### config.mk
export PLATFORM = sky130hd
export DESIGN_NAME = soft_deinterleaver
export DESIGN_NICKNAME = d
export VERILOG_FILES = /design/src/rtl/soft_deinterleaver.sv
export SDC_FILE = /design/constraint.sdc
export NUM_CORES = 2
export LEC_CHECK = 0
export BUFFER_PORTS_ARGS = -buffer_cell sky130_fd_sc_hd__buf_2
export CAP_MARGIN = 0
export CORE_MARGIN = 2
export CORE_UTILIZATION = 40
export CTS_CLUSTER_DIAMETER = 100
export DETAILED_ROUTE_END_ITERATION = 16
export HOLD_SLACK_MARGIN = 0.05
export PLACE_DENSITY_LB_ADDON = 0.3
export SYNTH_ARGS = -nofsm -noshare
export SYNTH_HDL_FRONTEND = slang
export SYNTH_SLANG_ARGS = --single-unit
### constraint.sdc
create_clock -name clock -period 14.04 [get_ports clock]
set_input_delay 2.808 -clock clock [delete_from_list [all_inputs] [get_ports clock]]
set_output_delay 2.808 -clock clock [all_outputs]
set_load 0.01 [all_outputs]
### src/rtl/soft_deinterleaver.sv
// soft_deinterleaver: 802.11a soft-decision block deinterleaver, ping-pong banks with valid/ready on both sides
module soft_deinterleaver #(
   parameter int SOFT_W    = 4,
   parameter int MAX_NCBPS = 288
) (
   input  logic              clock,
   input  logic              reset,
   input  logic              flush,
   input  logic [1:0]        mode,
   input  logic [SOFT_W-1:0] in_data,
   input  logic              in_valid,
   output logic              in_ready,
   output logic [SOFT_W-1:0] out_data,
   output logic              out_valid,
   input  logic              out_ready,
   output logic              out_last,
   output logic [1:0]        out_mode
);
   localparam int AW = $clog2(MAX_NCBPS);
   typedef enum logic [1:0] {EMPTY, FILLING, FULL, DRAINING} bank_t;

   function automatic logic [9:0] ncbps(input logic [1:0] m);
      return m == 2'd0 ? 10'd48 : m == 2'd1 ? 10'd96 : m == 2'd2 ? 10'd192 : 10'd288;
   endfunction

   function automatic logic [9:0] ncol(input logic [1:0] m);
      return m == 2'd0 ? 10'd3 : m == 2'd1 ? 10'd6 : m == 2'd2 ? 10'd12 : 10'd18;
   endfunction

   bank_t             st [2];
   bank_t             st_n [2];
   logic [1:0]        bmode [2];
   logic [SOFT_W-1:0] mem [2][MAX_NCBPS];
   logic              wsel, rsel, dsel, rdy_en;
   logic [9:0]        wcnt, rk, wn, rn, ri, rj, j2, j3;
   logic              wr, wlast, issue, rlast, pop;
   logic              v1, v2, l1, l2, b1;
   logic [1:0]        m1, m2;
   logic [AW-1:0]     a1;
   logic [SOFT_W-1:0] d2;
   logic [SOFT_W+2:0] q [3];
   logic [1:0]        fcnt, widx;
   logic [2:0]        occ;

   assign in_ready  = rdy_en && (st[wsel] == EMPTY || st[wsel] == FILLING);
   assign wr        = in_valid && in_ready && !flush;
   assign wn        = ncbps(st[wsel] == EMPTY ? mode : bmode[wsel]);
   assign wlast     = wcnt == wn - 10'd1;
   assign out_valid = fcnt != 2'd0;
   assign out_data  = q[0][SOFT_W-1:0];
   assign out_mode  = q[0][SOFT_W+1:SOFT_W];
   assign out_last  = q[0][SOFT_W+2] && out_valid;
   assign pop       = out_valid && out_ready;
   assign widx      = fcnt - {1'b0, pop};
   // Items in flight plus buffered never exceed the 3-entry output queue
   assign occ       = {2'd0, v1} + {2'd0, v2} + {1'b0, fcnt};
   assign issue     = (st[rsel] == FULL || st[rsel] == DRAINING) && (occ < 3'd3 || pop);
   assign rn        = ncbps(bmode[rsel]);
   assign rlast     = rk == rn - 10'd1;
   assign ri        = ncol(bmode[rsel]) * {6'd0, rk[3:0]} + {4'd0, rk[9:4]};
   assign j2        = 10'd2 * (ri / 10'd2) + (ri + 10'd192 - ri / 10'd12) % 10'd2;
   assign j3        = 10'd3 * (ri / 10'd3) + (ri + 10'd288 - ri / 10'd18) % 10'd3;
   assign rj        = bmode[rsel][1] ? (bmode[rsel][0] ? j3 : j2) : ri;

   always_comb begin
      for (int b = 0; b < 2; b++) begin
         st_n[b] = st[b];
         if (wr && wsel == 1'(b))
            st_n[b] = wlast ? FULL : FILLING;
         if (flush && wsel == 1'(b) && st[b] == FILLING)
            st_n[b] = EMPTY;
         if (issue && rsel == 1'(b) && st[b] == FULL)
            st_n[b] = DRAINING;
         if (pop && out_last && dsel == 1'(b))
            st_n[b] = EMPTY;
      end
   end

   always_ff @(posedge clock or negedge reset) begin
      if (!reset) begin
         st[0] <= EMPTY;
         st[1] <= EMPTY;
      end else begin
         st[0] <= st_n[0];
         st[1] <= st_n[1];
      end
   end

   always_ff @(posedge clock) begin
      if (wr)
         mem[wsel][AW'(wcnt)] <= in_data;
   end

   always_ff @(posedge clock or negedge reset) begin
      if (!reset) begin
         rdy_en   <= 1'b0;
         wsel     <= 1'b0;
         rsel     <= 1'b0;
         dsel     <= 1'b0;
         wcnt     <= '0;
         rk       <= '0;
         bmode[0] <= '0;
         bmode[1] <= '0;
         v1       <= 1'b0;
         l1       <= 1'b0;
         m1       <= '0;
         b1       <= 1'b0;
         a1       <= '0;
         v2       <= 1'b0;
         l2       <= 1'b0;
         m2       <= '0;
         d2       <= '0;
         fcnt     <= '0;
         for (int i = 0; i < 3; i++)
            q[i] <= '0;
      end else begin
         rdy_en <= 1'b1;
         if (wr) begin
            if (st[wsel] == EMPTY)
               bmode[wsel] <= mode;
            wcnt <= wlast ? 10'd0 : wcnt + 10'd1;
            if (wlast)
               wsel <= ~wsel;
         end else if (flush)
            wcnt <= '0;
         v1 <= issue;
         if (issue) begin
            a1   <= AW'(rj);
            l1   <= rlast;
            m1   <= bmode[rsel];
            b1   <= rsel;
            rk   <= rlast ? 10'd0 : rk + 10'd1;
            rsel <= rsel ^ rlast;
         end
         v2 <= v1;
         l2 <= l1;
         m2 <= m1;
         d2 <= mem[b1][a1];
         if (pop)
            for (int i = 0; i < 2; i++)
               q[i] <= q[i+1];
         if (v2)
            q[widx] <= {l2, m2, d2};
         fcnt <= fcnt + {1'b0, v2} - {1'b0, pop};
         if (pop && out_last)
            dsel <= ~dsel;
      end
   end
endmodule

Word level (Yosys, flattened, before mapping)
Memory sizes are Yosys's and may differ from the RTL's.
Index checks and enable logic that the tools add are counted.

storage, ports and cells
  output and inout bits = 9
  latch bits = 0
  bits in read-only memories = 0
  bits in writable memories = 2,304
  memories kept = 1
  input bits = 11
  flip-flop bits (word level) = 77
  logic and storage cells = 164

memory list
  memory  depth  width  rd ports  clocked after memory_dff  write ports  RTL line  source
  mem     2      1,152  1         0                         1            33        logic [SOFT_W-1:0] mem [2][MAX_NCBPS];

cells by class
  div/mod/pow operators = 4
  multiply operators = 2
  mux-type cells = 52
  bitwise operators = 9
  equality and inequality tests = 13
  shift-type cells = 0
  magnitude comparators = 9
  reductions and logical operators = 35
  $add $sub $neg = 16

operators by type and width
  operator                                            count
  2-to-1 mux 1152 bit                                 1
  2-to-1 mux 9 bit                                    8
  2-to-1 mux 2 bit                                    23
  2-to-1 mux 10 bit                                   4
  binary-select mux 4 bit (select 9 bit)              1
  demux 4 bit (select 9 bit)                          1
  logical AND 1 bit                                   22
  bitwise mux 21 bit                                  1
  2-to-1 mux 21 bit                                   1
  adder 10 x 1 -> 10 bit (second input constant)      2
  == test 10 bit                                      2
  >= comparator 10 bit (second input constant)        2
  inverter 9 -> 10 bit                                2
  subtractor 9 x 1 -> 10 bit (second input constant)  2
  2-to-1 mux 5 bit                                    3
  demux 7 bit (select 2 bit)                          1
  2-to-1 mux 14 bit                                   1
  == test 2 bit (second input constant)               6
  2-to-1 mux 4 bit                                    3
  adder 10 x 9 -> 10 bit (second input constant)      1
  adder 9 x 6 -> 10 bit                               1
  divider 10 x 2 -> 10 bit (second input constant)    1
  divider 10 x 4 -> 10 bit (second input constant)    1
  divider 10 x 5 -> 10 bit (second input constant)    1
  other kinds (33)                                    49

Depth between registers and ports, before layout
  depth in word-level cells = 17
  gate-level depth with buffers = 68

Worst setup path after synthesis
No wires, ideal clock.

  path kind = flip-flop to flip-flop
  start point = reg rsel
  end point = reg a1[8]
  buffers on the path = 0
  arrival = 13.439 ns
  path slack = 0.471 ns
  required time = 13.910 ns
  setup time = 0.130 ns
  stages on the path, launching flop included = 62
  path through = dfrtp_1 > mux2i_1 > ha_1 > and2_1 > fa_1 > fa_1 > inv_1 > fa_1 > inv_1 > ha_1 > o21ai_1 > or4b_4 > nand3_2 > ha_1 > inv_1 > nor4_1 > o211ai_1 > o311a_4 > (+26 left out) > a221oi_1 > nand4_1 > o41ai_1 > o22a_1 > nand2_1 > xnor2_1 > fa_1 > ha_1 > a21o_1 > a21o_1 > a21o_1 > a21oi_1 > o21bai_1 > a21oi_1 > xnor2_1 > xnor2_1 > a21oi_1 > o21ai_1

between the ends
  cells in the longest elaborated chain, start to end = 16
  elaborated cells on any way between the ends = 32
  classes of those cells = 7 x add/sub; 2 x mul; 4 x div; 4 x eq/ne; 11 x mux; 1 x bitwise; 3 x reduce/logical

ends and longest elaborated chain
  item                                                                RTL line    source
  start: declaration                                                  34          logic wsel, rsel, dsel, rdy_en;
  start signal: assignment                                            133         rsel <= rsel ^ rlast;
  inverter 1 -> 2 bit (not written as such) *                         57, 60, 63
  2-to-1 mux 2 bit (not written as such) (3 in series)                60, 63
  == test 2 bit                                                       27          return m == 2'd0 ? 10'd3 : m == 2'd1 ? 10'd6 : m == 2'd2 ? 10'd12 : 10'd18;
  2-to-1 mux 5 bit (3 in series)                                      27
  multiplier 5 x 4 -> 9 bit                                           60          assign ri = ncol(bmode[rsel]) * {6'd0, rk[3:0]} + {4'd0, rk[9:4]};
  adder 9 x 6 -> 10 bit                                               60
  divider 10 x 5 -> 10 bit or adder 10 x 9 -> 10 bit (tied branches)  62          assign j3 = 10'd3 * (ri / 10'd3) + (ri + 10'd288 - ri / 10'd18) % 10'd3;
  subtractor 10 bit                                                   62
  remainder unit 10 x 2 -> 10 bit                                     62
  adder 9 bit                                                         62
  2-to-1 mux 9 bit (2 in series)                                      63          assign rj = bmode[rsel][1] ? (bmode[rsel][0] ? j3 : j2) : ri;
  end signal: assignment                                              128         a1 <= AW'(rj);
  end: declaration                                                    39          logic [AW-1:0] a1;

Mark *: on every way between the ends. The rest lies on a longest branch, timed or not. The select of a mux whose other input is x is not followed.
A chain may end at the register's enable or synchronous reset.

Final worst setup path
Same ends and word-level chain as after synthesis.

==> metrics.cfg <==
[floorplanning]
core_mm2 = 0.243
die_area_mm2 = 0.249
die_h_um = 499
die_x_um = 499
start_util_pct = 40.3
io_pins = 20
rows = 181

[setup_path]
crit_buf_inv = 11
startpoint = rsel$_DFFE_PN0P_
cp_data_required_time_ps = 14810
max_stage_delay_ps = 540
worstSetupPathType = register to register
crit_family = compound AO/OA/AOI/OAI gates
reg2reg_from = rsel$_DFFE_PN0P_
crit_slowest_cell = or4b_4
end_kind = register
worst_setup_path_start_kind = register
path_max_fanout = 5
worstPathArrival_ps = 14390

[final_layout]
stdcell_area_mm2 = 0.110
fin_nets = 5136
area_growth_syn_to_layout_pct = 12.7
fill_cells = 20200
drive_gt1_share_pct = 27.0
final_util_pct = 45.4
stdcell_count = 8441

[placed_design]
placed_cell_area_mm2 = 0.102
dpl_worst_slack_ps = -462
gp_routability_congestion = 0.810
dp_hpwl_um = 137000
placed_cells = 7979
io_buffers = 19

[route]
wire_per_inst_um = 27.9
drt_pass1_iterations = 5
drt_iter0_markers = 5902
post-route-drc-count = 0
via_count = 48600
wl_um = 236000
viasPerCell = 5.76
ant_nets = 0

[timing]
worstMarginPinSlew_ps = 1290
fmax_mhz = 73.4
finalHoldViolations = 0
setup_viol_count_final = 0
fin_crit_ps = 13620
fin_setup_tns_ps = 0
worst_slack_ps = 418
period_share_pct = 97.0
finalMaxSlewViolations = 0
maxSlewHeadroom_pct = 14.2
clock-skew-final_ps = 34.8
holdWs_ps = 383

[pwr]
p_per_area_mw_per_mm2 = 130
p_leak_nw = 33.2
peakVddDrop_uv = 108
power_mw = 14.3

[clock_tree]
holdBufCountCts = 0
htree_num_levels = 4
clock_latency_ps = 880
cts.path.max_buffers = 3
cts_tree = done
cts_buffers = 232
cts_root_buf = clkbuf_16
clkTransAtPathRegs_ps = 60
cts_sinks = 2381

[synthesis]
synth_top_area_share_pct = 70.6
synth-seq-area-share_pct = 72.6
async_reset_ff_share_pct = 3.23
syn_nets = 5052
ys_warn_count = 0
syn_inst = 4955
synth_top_area_cell = edfxtp_1
ys_top_cells_by_area = edfxtp_1, mux4_2, nor2_1
syn_area_mm2 = 0.0980
syn_area_per_cell_um2 = 19.8
ys_types = 105
ys_ff_latch = 2381
synth_edf_count = 2304
synthFlopType = edfxtp_1

[global_routing]
grt_max_degree = 213
met3_usage_pct = 3.12
grt_use_met2_pct = 30.2
busiest_layer = met2
grt_pass1_wl_um = 347000
gr-total-overflow = 0
grt_use_met1_pct = 27.3
grtUsageTotal_pct = 18.8
grt_pass1_vias = 49300
antenna_found_initial = 17

[hold_path]
hold_class = register to register
hold_path_startpoint = l1$_DFFE_PN0P_

[status]
status = complete, no violations

[run]
drv_cap = 0

[cell type report]
type	count	area (um^2)	share of cell area, %
Antenna cell	1	2.50	0.00227
Clock buffer	267	6000	5.43
Clock inverter	166	1680	1.52
Inverter	64	246	0.223
Multi-Input combinational cell	2196	26100	23.6
Sequential cell	2381	71100	64.4
Tap cell	3202	4010	3.63
Timing Repair Buffer	164	1330	1.21
[report_power, final]
group | internal [mW] | switching (mW) | leakage (nW)
logic | 0.0560 | 0.181 | 7.77
clock network | 3.62 | 2.67 | 3.75
registers | 7.80 | 0.00746 | 21.7
[registers in the layout, summed over array words and instances, names as in the netlist, 2 cells and up]
name / flops
q: 15
d2: 4
bmode: 4
m2: 2
fcnt: 2
out_mode: 2
rk: 10
mem: 2304
a1: 9
wcnt: 10
st: 4
m1: 2
out_data: 4
[synthesized netlist by cell type (all sizes together), types with 5 or more instances]
| library cell | count |
|---|---|
| fa | 21 |
| a211o | 6 |
| and2 | 21 |
| mux2 | 23 |
| xor2 | 17 |
| nor3 | 21 |
| ha | 65 |
| a21o | 17 |
| o22ai | 8 |
| nand4 | 5 |
| nand2b | 13 |
| or3 | 5 |
| dfrtp | 77 |
| o21ai | 71 |
| o31ai | 8 |
| clkbuf | 237 |
| inv | 63 |
| a211oi | 8 |
| nand3 | 68 |
| and3 | 14 |
| o211ai | 8 |
| buf | 77 |
| mux2i | 39 |
| o21a | 9 |
| or2 | 8 |
| nor2b | 16 |
| nor4 | 5 |
| o211a | 6 |
| nor2 | 663 |
| mux4 | 759 |
| o311ai | 5 |
| a21oi | 41 |
| xnor2 | 32 |
| o2111ai | 6 |
| nand2 | 127 |
| edfxtp | 2304 |
[metal layers]
layer  wire (um)  vias to the layer above  part of all wire (%)
met5           0                        -                     0
met4        4440                        0                   1.9
met3       17900                      298                   7.6
met2      114000                     1883                    48
met1       99200                    26100                    42
li1            -                    20300                     -
[kinds of logic after synthesis]
group / share of synthesized area [%]
adders and majority gates: 1.28
buffers and inverters: 1.49
DFF: 72.6
xor gates and xnor gates: 0.461
muxes: 18.1
AOI/OAI and AO/OA: 1.87
and+or+nand+nor: 4.22
other: 0.00383
[final timing paths]
check	depth (start not counted)	slack (ps)	to
max	63	420	a1[8]$_DFFE_PN0P_
min	0	380	l2$_DFF_PN0_
max reg2reg	63	420	a1[8]$_DFFE_PN0P_
min reg2reg	0	380	l2$_DFF_PN0_
max in group asynchronous	1	11100	a1[2]$_DFFE_PN0P_
min in group asynchronous	1	2120	q[5]$_DFFE_PN0P_
[placed cells by master (no fill, tap or decap), drive strengths merged, types with 9 or more instances in the layout]
master	n
mux2	23
fa	21
inv	68
mux4	759
bufinv	31
o21a	9
ha	65
dfrtp	77
and2	21
o21ai	71
edfxtp	2304
nand3	68
clkinv	123
nand2	127
nor2	663
clkbuf	267
mux2i	39
nor2b	16
buf	164
a21o	17
xor2	17
a21oi	41
xnor2	32
and3	14
nand2b	13
nor3	21
[what timing repair did]
action                                  CTS  global route
pin swaps                                 7            54
buffers inserted                          8            20
resized for setup                        14            76
endpoints found under the setup margin    4             7
Note: power is estimated with default switching activity, not from simulation.
